--- config.mk ---
export PLATFORM = sky130hd
export DESIGN_NAME = spi_dbg_mem_bridge
export DESIGN_NICKNAME = d
export VERILOG_FILES = /design/src/rtl/spi_dbg_mem_bridge_pkg.sv /design/src/rtl/spi_dbg_mem_bridge_chunk_reg.sv /design/src/rtl/spi_dbg_mem_bridge.sv
export SDC_FILE = /design/constraint.sdc
export NUM_CORES = 1
export LEC_CHECK = 0
export CAP_MARGIN = 10
export CELL_PAD_IN_SITES_DETAIL_PLACEMENT = 1
export CELL_PAD_IN_SITES_GLOBAL_PLACEMENT = 1
export CORE_UTILIZATION = 37
export CTS_BUF_LIST = sky130_fd_sc_hd__clkbuf_2
export DETAILED_ROUTE_END_ITERATION = 7
export PLACE_DENSITY_LB_ADDON = 0.1
export SYNTH_ARGS = -nofsm -noshare
export SYNTH_HDL_FRONTEND = slang
export SYNTH_SLANG_ARGS = --single-unit
export TNS_END_PERCENT = 10
--- constraint.sdc ---
create_clock -name i_clk -period 2.1 [get_ports i_clk]
set_input_delay 0.315 -clock i_clk [delete_from_list [all_inputs] [get_ports i_clk]]
set_output_delay 0.315 -clock i_clk [all_outputs]
set_load 0.02 [all_outputs]
--- src/rtl/spi_dbg_mem_bridge_pkg.sv ---
// spi_dbg_mem_bridge_pkg: opcodes, tx source codes, FSM states and command field positions
package spi_dbg_mem_bridge_pkg;
    localparam logic [3:0] OP_CHUNK   = 4'd1;
    localparam logic [3:0] OP_ADDR    = 4'd2;
    localparam logic [3:0] OP_WRITE   = 4'd3;
    localparam logic [3:0] OP_READ    = 4'd4;
    localparam logic [3:0] OP_SELECT  = 4'd5;
    localparam logic [3:0] OP_CSEL    = 4'd6;
    localparam logic [3:0] OP_ILLEGAL = 4'd7;

    localparam logic [1:0] TXSEL_STATUS = 2'd0;
    localparam logic [1:0] TXSEL_ADDR   = 2'd1;
    localparam logic [1:0] TXSEL_RD     = 2'd2;

    localparam int CMD_OP    = 28;
    localparam int CMD_ARG   = 24;
    localparam int CMD_FLAGS = 16;

    typedef enum logic [1:0] {ST_IDLE, ST_WR, ST_RD_WAIT} state_e;
endpackage

--- src/rtl/spi_dbg_mem_bridge_chunk_reg.sv ---
// dbg_chunk_reg: NCHK x 16-bit register with indexed chunk load, full-word load and indexed chunk read
module dbg_chunk_reg #(
    parameter int NCHK = 2,
    parameter int IW   = 1
) (
    input  logic                 i_clk,
    input  logic                 i_rst,
    input  logic                 i_ld,
    input  logic [IW-1:0]        i_ld_idx,
    input  logic [15:0]          i_ld_data,
    input  logic                 i_ld_all,
    input  logic [NCHK*16-1:0]   i_all_data,
    input  logic [IW-1:0]        i_rd_idx,
    output logic [15:0]          o_rd_data,
    output logic [NCHK*16-1:0]   o_all
);
    logic [NCHK-1:0][15:0] r;

    always_ff @(posedge i_clk) begin
        if (i_rst) r <= '0;
        else if (i_ld_all) r <= i_all_data;
        else if (i_ld) r[i_ld_idx] <= i_ld_data;
    end

    assign o_rd_data = r[i_rd_idx];
    assign o_all     = r;
endmodule

--- src/rtl/spi_dbg_mem_bridge.sv ---
// spi_dbg_mem_bridge: decodes SPI command words into debug memory writes/reads
// and keeps the next MISO word registered on o_tx_data.
module spi_dbg_mem_bridge #(
    parameter int NB_DATA = 32,
    parameter int NB_ADDR = 10,
    parameter int N_CH    = 2,
    parameter int RD_LAT  = 1
) (
    input  logic                      i_clk,
    input  logic                      i_rst,
    input  logic                      i_cmd_valid,
    input  logic [31:0]               i_cmd,
    output logic [31:0]               o_tx_data,
    output logic [NB_ADDR-1:0]        o_mem_addr,
    output logic [NB_DATA-1:0]        o_mem_wdata,
    output logic [N_CH-1:0]           o_mem_we,
    output logic [N_CH-1:0]           o_mem_re,
    input  logic [N_CH*NB_DATA-1:0]   i_mem_rdata,
    output logic                      o_busy,
    output logic                      o_err
);
    import spi_dbg_mem_bridge_pkg::*;

    localparam int NCHK = NB_DATA / 16;
    localparam int IW   = NCHK > 1 ? $clog2(NCHK) : 1;
    localparam int CW   = $clog2(RD_LAT + 1);

    state_e             state, state_nxt;
    logic [3:0]         op, arg, flags, ch, cmd_unused;
    logic [15:0]        pay, wcnt, wb_chunk, rd_chunk;
    logic               idle, bad, good, err_clr, rd_done, auto_inc, err;
    logic [NB_ADDR-1:0] addr;
    logic [1:0]         tx_sel;
    logic [IW-1:0]      idx;
    logic [CW-1:0]      lat_cnt;
    logic [N_CH-1:0]    ch_oh, we, re;
    logic [NB_DATA-1:0] wb_all, rd_unused;
    logic [31:0]        tx, tx_src;

    assign op         = i_cmd[CMD_OP +: 4];
    assign arg        = i_cmd[CMD_ARG +: 4];
    assign flags      = i_cmd[CMD_FLAGS +: 4];
    assign pay        = i_cmd[15:0];
    assign cmd_unused = i_cmd[23:20];

    assign idle    = state == ST_IDLE;
    assign rd_done = state == ST_RD_WAIT && lat_cnt == CW'(RD_LAT);
    assign bad     = i_cmd_valid && (!idle || op >= OP_ILLEGAL
                     || ((op == OP_CHUNK || op == OP_CSEL) && 32'(arg[2:0]) >= NCHK)
                     || (op == OP_SELECT && 32'(arg) >= N_CH));
    assign good    = i_cmd_valid && !bad;
    // An error-clearing SELECT wins over the error that same SELECT raises
    assign err_clr = i_cmd_valid && idle && op == OP_SELECT && flags[3];
    assign ch_oh   = N_CH'(1) << ch;

    always_ff @(posedge i_clk) begin
        if (i_rst) state <= ST_IDLE;
        else state <= state_nxt;
    end

    always_comb begin
        state_nxt = state;
        if (good) state_nxt = op == OP_WRITE ? ST_WR : op == OP_READ ? ST_RD_WAIT : ST_IDLE;
        else if (state == ST_WR || rd_done) state_nxt = ST_IDLE;
    end

    always_ff @(posedge i_clk) begin
        if (i_rst) begin
            err      <= 1'b0;
            we       <= '0;
            re       <= '0;
            lat_cnt  <= '0;
            addr     <= '0;
            auto_inc <= 1'b0;
            ch       <= '0;
            tx_sel   <= '0;
            idx      <= '0;
            wcnt     <= '0;
            tx       <= '0;
        end else begin
            err     <= err_clr ? 1'b0 : bad ? 1'b1 : err;
            we      <= good && op == OP_WRITE ? ch_oh : '0;
            re      <= good && op == OP_READ ? ch_oh : '0;
            lat_cnt <= state == ST_RD_WAIT ? lat_cnt + 1'b1 : '0;
            if (good && op == OP_ADDR) addr <= pay[NB_ADDR-1:0];
            else if ((state == ST_WR || rd_done) && auto_inc) addr <= addr + 1'b1;
            if (good && (op == OP_WRITE || op == OP_READ)) auto_inc <= arg[0];
            if (good && op == OP_SELECT) begin
                ch     <= arg;
                tx_sel <= flags[1:0];
            end
            wcnt <= good && op == OP_SELECT && flags[2] ? 16'd0 : state == ST_WR ? wcnt + 16'd1 : wcnt;
            if (good && op == OP_CSEL) idx <= arg[IW-1:0];
            tx <= tx_src;
        end
    end

    always_comb begin
        tx_src = {16'h0, wb_chunk};
        if (tx_sel == TXSEL_STATUS) tx_src = {err, !idle, 2'b0, ch, 8'h0, wcnt};
        else if (tx_sel == TXSEL_ADDR) tx_src = 32'(addr);
        else if (tx_sel == TXSEL_RD) tx_src = {16'h0, rd_chunk};
    end

    dbg_chunk_reg #(.NCHK(NCHK), .IW(IW)) u_wbuf (
        .i_clk      (i_clk),
        .i_rst      (i_rst),
        .i_ld       (good && op == OP_CHUNK),
        .i_ld_idx   (arg[IW-1:0]),
        .i_ld_data  (pay),
        .i_ld_all   (1'b0),
        .i_all_data ('0),
        .i_rd_idx   (idx),
        .o_rd_data  (wb_chunk),
        .o_all      (wb_all)
    );

    dbg_chunk_reg #(.NCHK(NCHK), .IW(IW)) u_rdbuf (
        .i_clk      (i_clk),
        .i_rst      (i_rst),
        .i_ld       (1'b0),
        .i_ld_idx   ('0),
        .i_ld_data  ('0),
        .i_ld_all   (rd_done),
        .i_all_data (i_mem_rdata[32'(ch) * NB_DATA +: NB_DATA]),
        .i_rd_idx   (idx),
        .o_rd_data  (rd_chunk),
        .o_all      (rd_unused)
    );

    assign o_tx_data   = tx;
    assign o_mem_addr  = addr;
    assign o_mem_wdata = wb_all;
    assign o_mem_we    = we;
    assign o_mem_re    = re;
    assign o_busy      = !idle;
    assign o_err       = err;
endmodule

## Yosys cells after proc, flatten, opt, wreduce, memory -nomap -nowiden

Index checks and enable logic that the tools add are counted.

| storage, ports and cells | value |
|---|---|
| register bits | 138 |
| logic and storage cells | 93 |
| input port bits | 99 |

| cells by class | value |
|---|---|
| magnitude comparators | 6 |
| reduce and logical (&&, ||, !) cells | 36 |
| multiplexer cells | 16 |
| equality and inequality tests | 10 |
| bitwise logic cells | 3 |
| add/subtract/negate cells | 3 |
| shift operators | 2 |

Operators with widths:

| cell | count |
|---|---|
| $mux 16 | 7 |
| $shiftx 64x10->32 | 1 |
| $bwmux 32 | 1 |
| $mux 32 | 1 |
| $mux 10 | 2 |
| $logic_and 1x1->1 | 18 |
| $add 16x1->16 const B | 1 |
| $demux 16 s1 | 1 |
| $eq 4x3->1 const B | 3 |
| $add 10x1->10 const B | 1 |
| $reduce_or 2->1 | 5 |
| $eq 4x2->1 const B | 2 |
| $mux 2 | 4 |
| $logic_or 1x1->1 | 6 |
| $eq 2x1->1 const B | 2 |
| $eq 2x2->1 const B | 2 |
| $eq 4x1->1 const B | 1 |
| $ge 4x2->1 const B | 1 |
| $ge 4x3->1 const B | 1 |
| $logic_not 2->1 | 2 |
| $lt 1x2->1 const B | 2 |
| $reduce_bool 2->1 | 2 |
| $shl 1x4->2 const A | 1 |
| $ge 3x2->1 const B | 1 |
| 5 further kinds | 8 |

## Logic depth before layout (Yosys ltp)

| logic depth | value |
|---|---|
| depth after elaboration | 11 |
| gate-level depth with buffers | 6 |
| mapped depth without buffers | 5 |

## By module

Synthesis repeated with hierarchy kept, for this count alone.

| unflattened totals | value |
|---|---|
| cell total of the unflattened synthesis | 759 |
| area total of the unflattened synthesis | 7,114.3 um^2 |

Modules (own cells, without submodules):

| module | area an instance (um^2) | seq. area each (um^2) | cells an instance | times used |
|---|---|---|---|---|
| dbg_chunk_reg | 1,886.8 | 640.6 | 203 | 2 |
| spi_dbg_mem_bridge | 3,340.7 | 1,281.2 | 353 | 1 |

## Least setup slack after synthesis

Ideal clock, no wire load.

| path | value |
|---|---|
| path type | register -> register |
| start point | reg tx_sel[0] |
| end point | reg tx[0] (netlist: o_tx_data[0]) |
| cell stages (with the launch flop) | 7 |
| library setup time | 0.128 ns |
| slack | 0.377 ns |
| arrival | 1.595 ns |
| buffers on the path | 2 |
| cells stage by stage | dfxtp_1 -> buf_6 -> nor2b_1 -> buf_6 -> mux4_2 -> a21oi_1 -> nor2_1 |

| between the ends | value |
|---|---|
| word-level cells in the longest chain between the ends | 4 |
| elaborated cells between the ends (all ways) | 6 |

Ends and longest elaborated chain:

| item | RTL line | source |
|---|---|---|
| start: declaration | spi_dbg_mem_bridge.sv:33 | `logic [1:0] tx_sel;` |
| start signal: assignment | spi_dbg_mem_bridge.sv:90 | `tx_sel <= flags[1:0];` |
| $eq 2x2->1 | spi_dbg_mem_bridge.sv:102 | `else if (tx_sel == TXSEL_RD) tx_src = {16'h0, rd_chunk};` |
| $mux 16 | spi_dbg_mem_bridge.sv:102 |  |
| $mux 16 | spi_dbg_mem_bridge.sv:101 | `else if (tx_sel == TXSEL_ADDR) tx_src = 32'(addr);` |
| $mux 32 (*) | spi_dbg_mem_bridge.sv:100 | `if (tx_sel == TXSEL_STATUS) tx_src = {err, !idle, 2'b0, ch, 8'h0, wcnt};` |
| end signal: assignment | spi_dbg_mem_bridge.sv:94 | `tx <= tx_src;` |
| end: declaration | spi_dbg_mem_bridge.sv:38 | `logic [31:0] tx, tx_src;` |

Every way passes the cells marked *; elsewhere a longest branch is shown, timed or not.
A chain may end at the register's enable or synchronous reset.

## Worst setup path after layout

| path | value |
|---|---|
| start point | reg tx[5] (netlist: o_tx_data[5]) |
| end point | out o_tx_data[5] |

RTL lines:

| item | RTL line | source |
|---|---|---|
| end: declaration | spi_dbg_mem_bridge.sv:13 | `output logic [31:0] o_tx_data,` |

No word-level cell between the ends.

==> impl_metrics.yaml <==
outcome:
  status: "completed"
cells_and_area:
  fin_area_um2: 8159
  synthToLayoutAreaGrowth_pct: 35.23
  final_common_cell: "dfxtp_1"
  nets: 866
  final_util_pct: 51.36
  nFillCells: 1807
  layout.cells.non_filler: 995
  drive_above_1_share_pct: 16.20
  mostFrequentLayoutCells: "dfxtp_1, nor2_1, clkdlybuf4s50_1"
place:
  dp_slack_ns: -0.1622
  dpl_cell_area_um2: 7963
  place.gp.congestion: 0.7873
  placed_cells: 961
  dp.final_hpwl_mm: 13.92
  numPortBuffers: 164
yosys:
  synth_edf_count: 0
  synth-seq-area-share_pct: 42.47
  ys_seq_elements: 128
  synth_flop_cell: "dfxtp_1"
  synth_warnings: 0
  synth.distinct_cells: 59
  syn_inst: 592
  synth_area_um2: 6033
  syn_avg_cell_area_um2: 10.19
  synthArstFlopShare_pct: 0
global_routing:
  grt_usage_pct: 22.98
  antenna_found_initial: 1
  grt_util_met3_pct: 6.724
  grt_overflow: 0
  grt_pass1_wl_mm: 28.85
  first_global_vias: 5358
  grt_max_degree: 37
  gr-usage-met2_pct: 37.87
  busiest_layer: "met2"
  grtUsageMet1_pct: 29.49
routing:
  drc: 0
  via_per_inst: 5.169
  drt_first_iter_violations: 275
  dr.pass1.iters: 4
  wl_mm: 18.45
  ant_nets: 0
  dr_total_vias: 5143
  routedWlPerCell_um: 18.54
floorplan:
  initial_core_util_pct: 37.98
  die_w_um: 129.7
  die_area_um2: 16820
  coreArea_um2: 15890
  dieHeight_um: 129.7
  top_level_ports: 179
  placement_rows: 46
critical_path:
  critPathBufInv: 1
  start_kind: "flop"
  cp-end-kind: "primary output"
  worstPathCellList: "clkdlybuf4s50_1"
  worstSetupPathType: "reg -> out"
  critPathMaxStageDelay_ns: 0.61
  critPathRequiredTime_ns: 1.78
  slowest_stage: "clkdlybuf4s50_1"
  critical_path_arrival_ns: 1.68
  cp_top_family: "buffers and inverters"
  worstPathMaxFanout: 1
pwr:
  p_per_area_nw_per_um2: 519.0
  p_clk_share_pct: 31.7
  power.leakage_nw: 3.648
  p_sw_share_pct: 26.73
  internal-power_mw: 3.103
  combPwrFrac_pct: 10.3
  power_frac_seq_pct: 58.0
  switching_power_mw: 1.132
  vdd_ir_drop_max_mv: 0.2612
cts:
  clkTransAtPathRegs_ns: 0.19
  cts_setup_buffers: 0
  cts_max_path_buffers: 2
  tritoncts: "done"
  numCtsBuffers: 17
  htreeDepth: 4
  cts_root_buf: "clkbuf_2"
  cts_sinks: 128
  clock_latency_ns: 0.71
timing:
  slew_violations: 0
  fin_crit_sh_pct: 94.94
  finalSetupViolations: 0
  final_hold_viol_count: 0
  tightest_slew_ns: 0.7042
  worst_slack_ns: 0.1063
  finalClockSkew_ns: 0.02801
  holdWs_ns: 0.2197
  slew-limit-headroom_pct: 52.90
  max_freq_mhz: 501.6
  finalCriticalPeriod_ns: 1.994
run:
  cap_violations: 0
worst_hold_path:
  worstHoldPathType: "in -> reg"
==> power by group through the flow <==
stage                     clock network [mW]  registers [mW]  logic, mW
after floorplan                            0            2.52      0.166
after global placement                     0            2.51      0.432
after detailed placement                   0            2.51      0.440
after CTS                               1.38            2.46      0.440
after global routing                    1.49            2.46      0.469
final                                   1.34            2.46      0.437
==> state kept, by name, indices dropped and copies added, names as in the netlist <==
| name | cells |
|---|---|
| o_mem_addr | 10 |
| o_mem_re | 2 |
| auto_inc | 1 |
| u_wbuf.o_all | 32 |
| o_tx_data | 22 |
| ch | 4 |
| state | 2 |
| tx_sel | 2 |
| lat_cnt | 1 |
| wcnt | 16 |
| o_mem_we | 2 |
| idx | 1 |
| o_err | 1 |
| u_rdbuf.o_all | 32 |
==> metrics by stage <==
stage	power [mW]	TNS, ns
3_3_place_gp	2.939	-1.356
4_1_cts	4.276	-0.04281
2_1_floorplan	2.681	0
3_5_place_dp	2.947	-3.051
5_1_grt	4.420	-0.007900
6_report	4.235	0
==> final cells by class <==
| class | count | area (um^2) | area share (%) |
|---|---|---|---|
| antenna | 1 | 2.502 | 0.03067 |
| tap | 216 | 270.3 | 3.312 |
| clock buffer | 19 | 95.09 | 1.165 |
| inverter | 8 | 30.03 | 0.3680 |
| sequential | 128 | 2567 | 31.47 |
| multi-input combinational | 413 | 3178 | 38.95 |
| timing repair buffer | 197 | 1918 | 23.51 |
| clock inverter | 13 | 97.59 | 1.196 |
==> timing repair <==
item | CTS | global route
hold buffers | 1 | 0
endpoints found under the setup margin | 41 | 14
endpoints found under the hold margin | 16 | 0
gates resized for setup | 46 | 16
pin swaps | 0 | 0
==> synth_stat cells (7+ instances only) <==
master / number / share of area, %
nor4_1: 7 / 0.73
a211oi_1: 8 / 1.0
nor3_1: 7 / 0.58
dfxtp_1: 128 / 42
buf_4: 12 / 1.5
clkbuf_1: 22 / 1.4
xnor2_1: 10 / 1.5
buf_6: 8 / 1.5
mux4_2: 13 / 4.9
nand2_1: 9 / 0.56
inv_1: 8 / 0.50
nor2_1: 120 / 7.5
a22oi_1: 34 / 4.2
buf_2: 9 / 0.75
and2_1: 9 / 0.93
mux2i_1: 50 / 8.3
a21oi_1: 12 / 1.0
xor2_1: 9 / 1.3
mux2_2: 32 / 6.0
==> cell families after synthesis <==
logic type                 synth area share, %
AOI/OAI and AO/OA                        10.47
buffers and inverters                    5.682
and+or+nand+nor                          17.71
adders and majority gates               0.4147
muxes                                    20.43
xor gates and xnor gates                 2.758
DFF                                      42.47
other                                  0.06216
==> worst paths after layout <==
check	start	endpoint	slack (ns)	cells past startpoint
setup / recovery	o_tx_data[5]	o_tx_data[5]	0.11	1
hold / removal	i_cmd[15]	u_wbuf.o_all[15]	0.22	3
setup reg to reg	state[0]	u_wbuf.o_all[28]	0.17	5
hold reg to reg	lat_cnt	lat_cnt	0.49	1
==> layer usage <==
metal | vias up | share of wire [%] | routed length, um
met3 | 12 | 5.5 | 1020
met2 | 132 | 48 | 8922
li1 | 2459 | - | -
met5 | - | 0 | 0
met1 | 2540 | 45 | 8375
met4 | 0 | 0.69 | 128
Note: power is estimated with default switching activity, not from simulation.
